--- src/rtl/pipeline_stall_ctrl.sv ---
// -----------------------------------------------------------------------------
// pipeline_stall_ctrl
//   Stall / flush / bubble controller for a 5-stage pipeline with a multi-cycle
//   multiply/divide unit. A two-state FSM (IDLE, MD_WAIT) launches mult/div
//   operations, holds the front of the pipeline while the unit works, and
//   abandons the operation after MD_TIMEOUT wait cycles. In IDLE it also turns
//   taken branches into F/D flushes and RAW hazards into front-end stalls.
//
//   Optional feature: define STALL_CNT_EN to build a saturating counter of
//   cycles with stall_pc=1. Without it stall_cycles is tied to zero.
//
// Parameters
//   MD_TIMEOUT : maximum number of MD_WAIT cycles before abandoning (>=1)
//   CNT_W      : width of stall_cycles
// Ports
//   clock             in  : single clock, rising edge
//   reset_n           in  : asynchronous active-low reset
//   dx_insn[31:0]     in  : instruction in D/X (opcode [31:27], ALU op [6:2])
//   data_hazard       in  : RAW hazard flag from the hazard detector
//   branch_taken      in  : taken branch/jump resolved in X this cycle
//   multdiv_ready     in  : mult/div result valid this cycle
//   multdiv_exception in  : mult/div exception, qualified by multdiv_ready
//   cnt_clr           in  : synchronous clear of stall_cycles
//   ctrl_mult/div     out : one-cycle start pulses to the mult/div unit
//   stall_pc/fd/dx    out : hold PC, F/D latch, D/X latch
//   bubble_dx/xm      out : load a nop into D/X, X/M
//   flush_fd          out : load a nop into F/D
//   md_done/exc/timeout out : one-cycle completion / exception / timeout pulses
//   stall_cycles      out : stall performance counter (registered)
// -----------------------------------------------------------------------------
module pipeline_stall_ctrl #(
  parameter int MD_TIMEOUT = 40,
  parameter int CNT_W      = 32
) (
  input  logic             clock,
  input  logic             reset_n,
  input  logic [31:0]      dx_insn,
  input  logic             data_hazard,
  input  logic             branch_taken,
  input  logic             multdiv_ready,
  input  logic             multdiv_exception,
  input  logic             cnt_clr,
  output logic             ctrl_mult,
  output logic             ctrl_div,
  output logic             stall_pc,
  output logic             stall_fd,
  output logic             stall_dx,
  output logic             bubble_dx,
  output logic             bubble_xm,
  output logic             flush_fd,
  output logic             md_done,
  output logic             md_exc,
  output logic             md_timeout,
  output logic [CNT_W-1:0] stall_cycles
);

  // Wait counter only needs to reach MD_TIMEOUT-1.
  localparam int WAIT_W = (MD_TIMEOUT > 1) ? $clog2(MD_TIMEOUT) : 1;

  typedef enum logic {
    IDLE    = 1'b0,
    MD_WAIT = 1'b1
  } state_t;

  state_t              state_reg, state_next;
  logic [WAIT_W-1:0]   wait_cnt_reg, wait_cnt_next;

  // Instruction decode
  logic dx_is_mult, dx_is_div, md_start, wait_expired;

  assign dx_is_mult   = (dx_insn[31:27] == 5'b00000) && (dx_insn[6:2] == 5'b00110);
  assign dx_is_div    = (dx_insn[31:27] == 5'b00000) && (dx_insn[6:2] == 5'b00111);
  assign md_start     = dx_is_mult || dx_is_div;
  assign wait_expired = (wait_cnt_reg == WAIT_W'(MD_TIMEOUT - 1));

  // Only the opcode and ALU-op fields matter here.
  logic unused_insn_bits;
  assign unused_insn_bits = ^{dx_insn[26:7], dx_insn[1:0]};

  // State register
  always_ff @(posedge clock or negedge reset_n) begin
    if (!reset_n) begin
      state_reg    <= IDLE;
      wait_cnt_reg <= '0;
    end else begin
      state_reg    <= state_next;
      wait_cnt_reg <= wait_cnt_next;
    end
  end

  // Next-state logic
  always_comb begin
    state_next    = state_reg;
    wait_cnt_next = wait_cnt_reg;
    case (state_reg)
      IDLE: begin
        // A taken branch squashes the instruction in D/X, so no start.
        if (!branch_taken && md_start) begin
          state_next    = MD_WAIT;
          wait_cnt_next = '0;
        end
      end
      MD_WAIT: begin
        // Ready wins over expiry when both land in the same cycle.
        if (multdiv_ready || wait_expired) begin
          state_next    = IDLE;
          wait_cnt_next = '0;
        end else begin
          wait_cnt_next = wait_cnt_reg + WAIT_W'(1);
        end
      end
      default: begin
        state_next    = IDLE;
        wait_cnt_next = '0;
      end
    endcase
  end

  // Output logic
  always_comb begin
    ctrl_mult  = 1'b0;
    ctrl_div   = 1'b0;
    stall_pc   = 1'b0;
    stall_fd   = 1'b0;
    stall_dx   = 1'b0;
    bubble_dx  = 1'b0;
    bubble_xm  = 1'b0;
    flush_fd   = 1'b0;
    md_done    = 1'b0;
    md_exc     = 1'b0;
    md_timeout = 1'b0;
    case (state_reg)
      IDLE: begin
        if (branch_taken) begin
          flush_fd  = 1'b1;
          bubble_dx = 1'b1;
        end else if (md_start) begin
          ctrl_mult = dx_is_mult;
          ctrl_div  = dx_is_div;
          stall_pc  = 1'b1;
          stall_fd  = 1'b1;
          stall_dx  = 1'b1;
          bubble_xm = 1'b1;
        end else if (data_hazard) begin
          // D/X keeps flowing; the bubble replaces the dependent instruction.
          stall_pc  = 1'b1;
          stall_fd  = 1'b1;
          bubble_dx = 1'b1;
        end
      end
      MD_WAIT: begin
        if (multdiv_ready) begin
          md_done = 1'b1;
          md_exc  = multdiv_exception;
        end else if (wait_expired) begin
          md_timeout = 1'b1;
        end else begin
          stall_pc  = 1'b1;
          stall_fd  = 1'b1;
          stall_dx  = 1'b1;
          bubble_xm = 1'b1;
        end
      end
      default: ;
    endcase
  end

`ifdef STALL_CNT_EN
  // Saturating count of PC-stall cycles; clear has priority over increment.
  logic [CNT_W-1:0] stall_cnt_reg;

  always_ff @(posedge clock or negedge reset_n) begin
    if (!reset_n) begin
      stall_cnt_reg <= '0;
    end else if (cnt_clr) begin
      stall_cnt_reg <= '0;
    end else if (stall_pc && (stall_cnt_reg != {CNT_W{1'b1}})) begin
      stall_cnt_reg <= stall_cnt_reg + CNT_W'(1);
    end
  end

  assign stall_cycles = stall_cnt_reg;
`else
  logic unused_cnt_clr;
  assign unused_cnt_clr = cnt_clr;
  assign stall_cycles   = '0;
`endif

endmodule

--- config.mk ---
export PLATFORM = sky130hd
export DESIGN_NAME = pipeline_stall_ctrl
export DESIGN_NICKNAME = d
export VERILOG_FILES = /design/src/rtl/pipeline_stall_ctrl.sv
export SDC_FILE = /design/constraint.sdc
export NUM_CORES = 1
export LEC_CHECK = 0
export CORE_ASPECT_RATIO = 1.2
export CORE_MARGIN = 1
export CORE_UTILIZATION = 25
export DETAILED_ROUTE_END_ITERATION = 16
export GPL_TIMING_DRIVEN = 0
export PLACE_DENSITY = 0.86
export SLEW_MARGIN = 20
export SYNTH_ARGS = -nofsm -noshare
export SYNTH_HDL_FRONTEND = slang
export SYNTH_SLANG_ARGS = --single-unit
export TNS_END_PERCENT = 5
--- constraint.sdc ---
create_clock -name clock -period 2.3 [get_ports clock]
set_input_delay 0.46 -clock clock [delete_from_list [all_inputs] [get_ports clock]]
set_output_delay 0.46 -clock clock [all_outputs]
set_load 0.01 [all_outputs]
==> results of run 1 <==
power by group through the flow:
stage / clock, mW / combinational (mW) / sequential (mW)
final: 0.116 / 0.119 / 0.125
after global placement: 0 / 0.114 / 0.128
after floorplan: 0 / 0.0770 / 0.127
after detailed placement: 0 / 0.115 / 0.128
after CTS: 0.118 / 0.114 / 0.125
after global routing: 0.120 / 0.130 / 0.125
layout by cell type (no fill, tap or decap), drive strengths merged, types with 2 or more instances in the layout:
cell type | Yosys | final
a21oi | 3 | 3
dlymetal6s2s | 0 | 2
or4 | 2 | 2
and3 | 2 | 2
o31ai | 2 | 2
clkdlybuf4s15 | 0 | 2
nor2 | 3 | 3
conb | 1 | 32
o21ai | 2 | 2
nand2b | 3 | 3
buf | 34 | 50
dfrtp | 7 | 7
inv | 8 | 8
nand3 | 2 | 2
o211ai | 2 | 2
clkbuf | 0 | 8
clkdlybuf4s50 | 0 | 8
nand2 | 3 | 3
metal layers:
| metal | GRT usage, % | vias to the layer above | wire (µm) |
|---|---|---|---|
| li1 | - | 377 | - |
| met1 | 9.185 | 318 | 566 |
| met2 | 15.58 | 43 | 854 |
| met3 | 2.676 | 4 | 146 |
| met4 | 5.792 | 0 | 24 |
| met5 | 0 | - | 0 |
what timing repair did:
action	CTS	global route
endpoints found under the setup margin	8	7
setup buffers	2	5
hold buffers	0	0
pin swaps	3	3
resized for setup	49	16
gates cloned	0	0
cell type report:
cell class                      count  area, µm²
Inverter                            8      30.03
Tap cell                           34      42.54
Timing Repair Buffer               33      276.5
Fill cell                         266       1569
Clock buffer                        4      26.28
Buffer                             34      255.2
Sequential cell                     7      176.4
Multi-Input combinational cell     71      435.4
critical path, stage by stage:
cell and delay [ns]:
buf_6 0.09, or4b_4 0.53, or4_4 0.46, o211ai_1 0.13
buf_4 0.14, buf_6 0.09
worst paths after layout:
| check | startpoint | endpoint | slack [ns] | cells after the start |
|---|---|---|---|---|
| worst max-delay path | dx_insn[29] | stall_pc | -0.06 | 6 |
| worst min-delay path | reset_n | wait_cnt_reg[5]$_DFFE_PN0P_ | 0.46 | 1 |
| worst max register to register | state_reg$_DFF_PN0_ | state_reg$_DFF_PN0_ | 0.87 | 3 |
| worst min register to register | wait_cnt_reg[4]$_DFFE_PN0P_ | wait_cnt_reg[4]$_DFFE_PN0P_ | 0.52 | 1 |
| max in group asynchronous | reset_n | state_reg$_DFF_PN0_ | 1.57 | 1 |
| min in group clock | wait_cnt_reg[4]$_DFFE_PN0P_ | wait_cnt_reg[4]$_DFFE_PN0P_ | 0.52 | 1 |
cells by family (layout without fill, tap and decap cells):
logic type	count (synthesis)	in the layout	synth area share [%]
adders and majority gates	1	1	1.683
DFF	7	7	23.57
other	1	32	0.5046
AOI/OAI and AO/OA	16	16	17.34
and+or+nand+nor	21	21	17.17
buffers and inverters	42	79	38.38
muxes	1	1	1.347
through the flow:
stage	setup slack (ns)	std cells	instance area [µm²]	utilization, %	hold WS (ns)
after global placement	-0.8967	180	1162	41.34	0.4959
after detailed placement	-0.9103	180	1162	41.34	0.5077
after CTS	-0.1483	186	1201	42.72	0.4762
after floorplan	-0.04165	120	859.6	-	0.1644
final	-0.05950	191	1242	44.19	0.4649
after global routing	-0.08356	191	1242	44.19	0.4987
==> flow_summary.toml, run 1 <==
[outcome]
status = "complete, but fails checks"
violations = "negative setup slack"

[layout]
layout.nets = 198
num_antenna_cells = 0
drive_gt1_share_pct = 43.31
area_growth_pct = 67.17
largest_reg_flops = 6

[pwr]
comb_power_share_pct = 33.0
p_clk_share_pct = 32.2
switching_power_mw = 0.1004
finalPower_mw = 0.3599
p_int_mw = 0.2595
total_leakage_power_nw = 0.7132
power_frac_seq_pct = 34.8
switching_share_pct = 27.89
p_per_area_mw_per_mm2 = 289.7
ir_drop_mv = 0.1444

[sta]
fin_crit_ns = 2.360
fin_setup_tns_ns = -0.08521
rsz0062_at_grt = "true"
fin_crit_sh_pct = 102.6
setup_viol = 3
slew_viol_final = 0
fmax_ghz = 0.4238
post-route-worst-setup-slack_ns = -0.05950
clock_skew_ns = 0.003202
hold_viol_final = 0

[routing]
routed_wl_um = 1592
post-route-drc-count = 0
dr.pass1.iters = 4
drtIter0Drc = 12
wire_per_inst_um = 8.335
via_count = 742
antenna_left = 0
avgViaCountPerCell = 3.885

[cts]
cts_tree = "yes"
clock-sinks = 7
htreeDepth = 1
clk_latency_ns = 0.25
path_clk_slew_ns = 0.06
cts_root_buf = "clkbuf_4"
cts_made_buffers = 3
clockBufferDepth = 2

[critical_path]
critPathArrivalTime_ns = 1.90
endpoint_kind = "primary output"
worst-path-max-fanout = 4
crit_type = "input port to primary output"
required_ns = 1.84
crit_path_start_kind = "input port"

[floorplan]
core_area_mm2 = 0.002811
dieHeight_um = 61.73
io_pins = 82
start_util_pct = 26.44
die_w_um = 51.78
die-area_mm2 = 0.003196
row_count = 21

[yosys]
syn_avg_cell_area_um2 = 8.351
yosys_warnings = 0
ys_seq_area_share_pct = 23.57
synth_top_cell_by_area = "buf_4"
synthTopCellsByCount = "34 x buf_4, 8 x inv_1, 7 x dfrtp_1"
synth_edf_count = 0
ys_top_cells_by_area = "buf_4 34%, dfrtp_1 24%, inv_1 4.0%"
ys_ff_latch = 7
yosysMostFrequentCell = "buf_4"
synth_top_area_share_pct = 34.34
ys_types = 30
syn_area_um2 = 743.2
ys_async_sr_fraction_pct = 100.0
synth_flop_cell = "dfrtp_1"
syn-instance-count = 89

[global_routing]
antenna_found_initial = 0
grt_max_degree = 9
grt_pass1_wl_um = 2063
grtUsageTotal_pct = 8.848
grt-ovfl-total = 0
grt_pass1_vias = 534

[placed_design]
place_hpwl_um = 1238
port_buffers = 26
gp_congestion = 0.7911

[min_path]
hold_path.class = "input port to async pin"

[run]
cap_violations = 0
Power figures use the tool's default switching activity.
==> inputs of run 2 (changes only) <==
--- a/config.mk
+++ b/config.mk
@@ -7,10 +7,10 @@
 export LEC_CHECK = 0
 export CORE_ASPECT_RATIO = 1.2
 export CORE_MARGIN = 1
-export CORE_UTILIZATION = 25
+export CORE_UTILIZATION = 28
 export DETAILED_ROUTE_END_ITERATION = 16
 export GPL_TIMING_DRIVEN = 0
-export PLACE_DENSITY = 0.86
+export PLACE_DENSITY = 0.9
 export SLEW_MARGIN = 20
 export SYNTH_ARGS = -nofsm -noshare
 export SYNTH_HDL_FRONTEND = slang
==> constraint.sdc (replaced) <==
create_clock -name clock -period 2.6 [get_ports clock]
set_input_delay 0.52 -clock clock [delete_from_list [all_inputs] [get_ports clock]]
set_output_delay 0.52 -clock clock [all_outputs]
set_load 0.01 [all_outputs]
==> flow_summary.toml, run 2 (same netlist as run 1, synthesis figures left out) <==
[outcome]
status = "finished clean"

[placed_design]
port_buffers = 26
gp_congestion = 0.7234
place_hpwl_um = 1153

[cts]
cts_made_buffers = 3
ctsHoldBuffers = 0
clk_latency_ns = 0.25
clockBufferDepth = 2
clock-sinks = 7
cts_root_buf = "clkbuf_4"
path_clk_slew_ns = 0.05
htreeDepth = 1
cts_tree = "yes"

[critical_path]
crit_type = "input port to primary output"
worstPathCellList = "clkdlybuf4s50_1, nand2b_4, or4_4, o211ai_1, buf_4, buf_6"
r2r_end = "wait_cnt_reg[5]$_DFFE_PN0P_"
crit_start = "dx_insn[4]"
cpPeakStageDelay_ns = 0.56
critPathArrivalTime_ns = 2.04
crit_end = "stall_pc"
required_ns = 2.08
slowest_stage = "or4_4"
endpoint_kind = "primary output"
reg2reg_slack_ns = 1.06
rr_worst_depth = 4
crit_path_start_kind = "input port"
worst-path-max-fanout = 4
r2r-start = "wait_cnt_reg[0]$_DFFE_PN0P_"

[layout]
drive_gt1_share_pct = 34.21
n_fill_cell = 242
largest_reg_flops = 6
final_util_pct = 47.57
multiInputGateArea_um2 = 419.2
num_antenna_cells = 0
final_common_cell = "buf_4"
final-seq-area_um2 = 175.2
area_growth_pct = 61.78
layout_common_cells = "36 x buf_4, 32 x conb_1, 10 x clkdlybuf4s50_1, 8 x inv_1, 7 x dfrtp_1"
layout.nets = 193

[global_routing]
antenna_found_initial = 0
grt_pass1_vias = 555
grt_pass1_wl_um = 2063
grtUsageTotal_pct = 9.597
grt_max_degree = 9
grt-ovfl-total = 0

[min_path]
hp-start = "wait_cnt_reg[4]$_DFFE_PN0P_"
hold_path.class = "register to register"

[routing]
antenna_left = 0
wire_per_inst_um = 7.659
dr.pass1.iters = 4
post-route-drc-count = 0
via_count = 708
avgViaCountPerCell = 3.827
routed_wl_um = 1417
drtIter0Drc = 8

[sta]
rsz0062_at_grt = "false"
fmax_ghz = 0.3904
fin_crit_sh_pct = 98.51
hold_viol_final = 0
holdWs_ns = 0.5120
clock_skew_ns = 0.003105
slew_viol_final = 0
setup_viol = 0
fin_crit_ns = 2.561

[floorplan]
row_count = 20
io_pins = 82
start_util_pct = 29.41
core_area_mm2 = 0.002527
die-area_mm2 = 0.002865
dieHeight_um = 58.44
die_w_um = 49.03

[pwr]
total_leakage_power_nw = 0.6879
ir_drop_mv = 0.09846
p_per_area_mw_per_mm2 = 258.3
finalPower_mw = 0.3106

[run]
cap_violations = 0
## run 2: changes by cell type in the layout (fill, tap and decap cells not counted), moves of 2 or more
| cell | previous run | this run |
|---|---|---|
| buf_4 | 41 | 36 |
| clkdlybuf4s50_1 | 8 | 10 |
| dlygate4sd2_1 | 1 | 5 |
| clkbuf_2 | 4 | 0 |
| buf_6 | 4 | 1 |
| clkdlybuf4s15_1 | 2 | 4 |
## run 2: how the worst min path moves through the flow
stage,end,depth (start not counted),slack [ns]
after floorplan,state_reg$_DFF_PN0_,0,0.22
after global routing,wait_cnt_reg[4]$_DFFE_PN0P_,1,0.55
after CTS,wait_cnt_reg[4]$_DFFE_PN0P_,1,0.51
after global placement,wait_cnt_reg[4]$_DFFE_PN0P_,1,0.50
final,wait_cnt_reg[4]$_DFFE_PN0P_,1,0.51
after detailed placement,wait_cnt_reg[4]$_DFFE_PN0P_,1,0.50
## run 2: metal layers
metal | vias up | part of all wire [%] | GRT usage, %
li1 | 364 | - | -
met1 | 307 | 35 | 8.254
met2 | 37 | 54 | 18.85
met3 | 0 | 11 | 3.101
met4 | 0 | 0 | 6.303
met5 | - | 0 | 0
## run 2: power breakdown
group / total, mW / internal, mW / switching, mW
clock network: 0.0986 / 0.0586 / 0.0400
registers: 0.111 / 0.110 / 0.00101
logic: 0.101 / 0.0585 / 0.0426
## run 2: cell type report
class                           instances  share of cell area, %
Sequential cell                         7                  14.57
Tap cell                               33                  3.434
Multi-Input combinational cell         71                  34.86
Inverter                                8                  2.497
Timing Repair Buffer                   28                  21.23
Clock buffer                            4                  2.185
Buffer                                 34                  21.23
## run 2: timing repair
item,in CTS,in global routing
pin swaps,3,2
resized for setup,34,5
setup endpoints to repair,7,5
setup buffers,2,0
## run 2: worst max-delay path, delay by kind of cell
kind,cells,cell delay (ns)
compound gates,1,0.14
simple gates,2,0.64
buf+inv,3,0.74
## run 2: metrics by stage
stage / TNS (ns) / setup slack, ns / area [µm²] / std cells
CTS: 0 / 0.006197 / 1189 / 185
floorplan: 0 / 0.1051 / 859.6 / 120
finish: 0 / 0.03863 / 1202 / 185
global placement: -4.139 / -0.7441 / 1161 / 179
global route: 0 / 0.01308 / 1202 / 185
detailed placement: -4.229 / -0.7672 / 1161 / 179
==> inputs of run 3 (changes only) <==
--- a/config.mk
+++ b/config.mk
@@ -11,6 +11,7 @@
 export DETAILED_ROUTE_END_ITERATION = 16
 export GPL_TIMING_DRIVEN = 0
 export PLACE_DENSITY = 0.9
+export SKIP_CTS_REPAIR_TIMING = 1
 export SLEW_MARGIN = 20
 export SYNTH_ARGS = -nofsm -noshare
 export SYNTH_HDL_FRONTEND = slang
==> flow_summary.toml, run 3 (same netlist as run 1, synthesis figures left out) <==
[outcome]
status = "finished clean"

[global_routing]
antenna_found_initial = 0
globalRouteMet1Util_pct = 8.571
grtUsageTotal_pct = 9.266
grt_pass1_vias = 540
grt_use_met3_pct = 3.101
grt-ovfl-total = 0
met2_usage_pct = 17.26
top_usage_layer = "met2"
grt_pass1_wl_um = 2001
grt_max_degree = 9

[min_path]
hold_path.class = "register to register"

[critical_path]
worstPathCellList = "clkbuf_2, or4b_4, or4_4, o211ai_1, buf_4, buf_6"
cpPeakStageDelay_ns = 0.55
crit_family = "simple AND/OR/NAND/NOR gates"
reg2reg_slack_ns = 1.08
r2r-start = "wait_cnt_reg[0]$_DFFE_PN0P_"
slowest_stage = "or4b_4"
crit_path_start_kind = "input port"
crit_start = "dx_insn[31]"
critical_path_depth = 6
critPathArrivalTime_ns = 2.06
rr_worst_depth = 4
crit_end = "stall_pc"
worst-path-max-fanout = 4
crit_type = "input port to primary output"
endpoint_kind = "primary output"
path_buf_inv = 3
required_ns = 2.08
r2r_end = "wait_cnt_reg[5]$_DFFE_PN0P_"

[cts]
clock-sinks = 7
path_clk_slew_ns = 0.05
cts_made_buffers = 3
htreeDepth = 1
cts_root_buf = "clkbuf_4"
cts_tree = "yes"
clockBufferDepth = 2
clk_latency_ns = 0.25

[routing]
via_count = 710
avgViaCountPerCell = 3.859
post-route-drc-count = 0
routed_wl_um = 1497
wire_per_inst_um = 8.136
antenna_left = 0
drtIter0Drc = 9
dr.pass1.iters = 4

[sta]
setup_viol = 0
fin_crit_ns = 2.575
fmax_ghz = 0.3883
slew_viol_final = 0
fin_crit_sh_pct = 99.04
clock_skew_ns = 0.003757
rsz0062_at_grt = "false"
hold_viol_final = 0

[layout]
final_cell_area_mm2 = 0.001241
drive_gt1_share_pct = 33.11
final_common_cell = "buf_4"
layout.nets = 192
num_antenna_cells = 0
area_growth_pct = 67.00
n_fill_cell = 236
layout_common_cells = "35 x buf_4, 32 x conb_1, 12 x dlymetal6s2s_1, 11 x clkdlybuf4s50_1, 8 x inv_1"
largest_reg_flops = 6

[floorplan]
core_area_mm2 = 0.002527
die-area_mm2 = 0.002865
die_w_um = 49.03
io_pins = 82
row_count = 20
dieHeight_um = 58.44
start_util_pct = 29.41

[run]
cap_violations = 0

[placed_design]
dpl_cell_area_mm2 = 0.001161
place_hpwl_um = 1153
gp_congestion = 0.7234
port_buffers = 26

[pwr]
total_leakage_power_nw = 0.8072
finalPower_mw = 0.3134
ir_drop_mv = 0.1060
p_per_area_mw_per_mm2 = 252.5
[run 3: changes by cell type in the layout (fill, tap and decap cells not counted), sizes merged]
cell           before  now
dlygate4sd2         5    0
buf                41   36
clkbuf              4    6
dlymetal6s2s        2   12
clkdlybuf4s15       4    0
clkdlybuf4s50      10   11
[run 3: how the worst min path moves through the flow]
stage	from	end	slack (ns)	depth (start not counted)
finish	wait_cnt_reg[4]$_DFFE_PN0P_	wait_cnt_reg[4]$_DFFE_PN0P_	0.52	1
global route	wait_cnt_reg[4]$_DFFE_PN0P_	wait_cnt_reg[4]$_DFFE_PN0P_	0.55	1
CTS	wait_cnt_reg[4]$_DFFE_PN0P_	wait_cnt_reg[4]$_DFFE_PN0P_	0.51	1
detailed placement	wait_cnt_reg[4]$_DFFE_PN0P_	wait_cnt_reg[4]$_DFFE_PN0P_	0.50	1
global placement	wait_cnt_reg[4]$_DFFE_PN0P_	wait_cnt_reg[4]$_DFFE_PN0P_	0.50	1
floorplan	reset_n	state_reg$_DFF_PN0_	0.22	0
[run 3: through the flow]
stage	worst slack [ns]	TNS, ns	cells	hold slack, ns	utilization (%)
after floorplan	0.1051	0	120	0.2244	-
after global placement	-0.7441	-4.139	179	0.4998	45.94
after detailed placement	-0.7672	-4.229	179	0.5040	45.94
after CTS	-0.7618	-4.219	183	0.5122	46.98
after global routing	0.003932	0	184	0.5453	49.11
final	0.02487	0	184	0.5154	49.11
[run 3: power breakdown]
part	switching, mW	internal (mW)
Clock	0.0400	0.0586
Combinational	0.0433	0.0606
Sequential	0.00101	0.110
[run 3: cell type report]
type / count / area, µm² / share of cell area (%)
inverters: 8 / 30.03 / 2.419
clock buffers: 4 / 26.28 / 2.117
flip-flops and latches: 7 / 175.2 / 14.11
repair buffers: 27 / 289.0 / 23.29
plain buffers: 34 / 255.2 / 20.56
well taps: 33 / 41.29 / 3.327
multi-input cells: 71 / 424.2 / 34.17
[run 3: metal layers]
metal  wire length (µm)  share of wire (%)  up-vias
met5                  0                  0        -
met1                522                 35      303
li1                   -                  -      366
met4                  0                  0        0
met3                152                 10        0
met2                823                 55       41
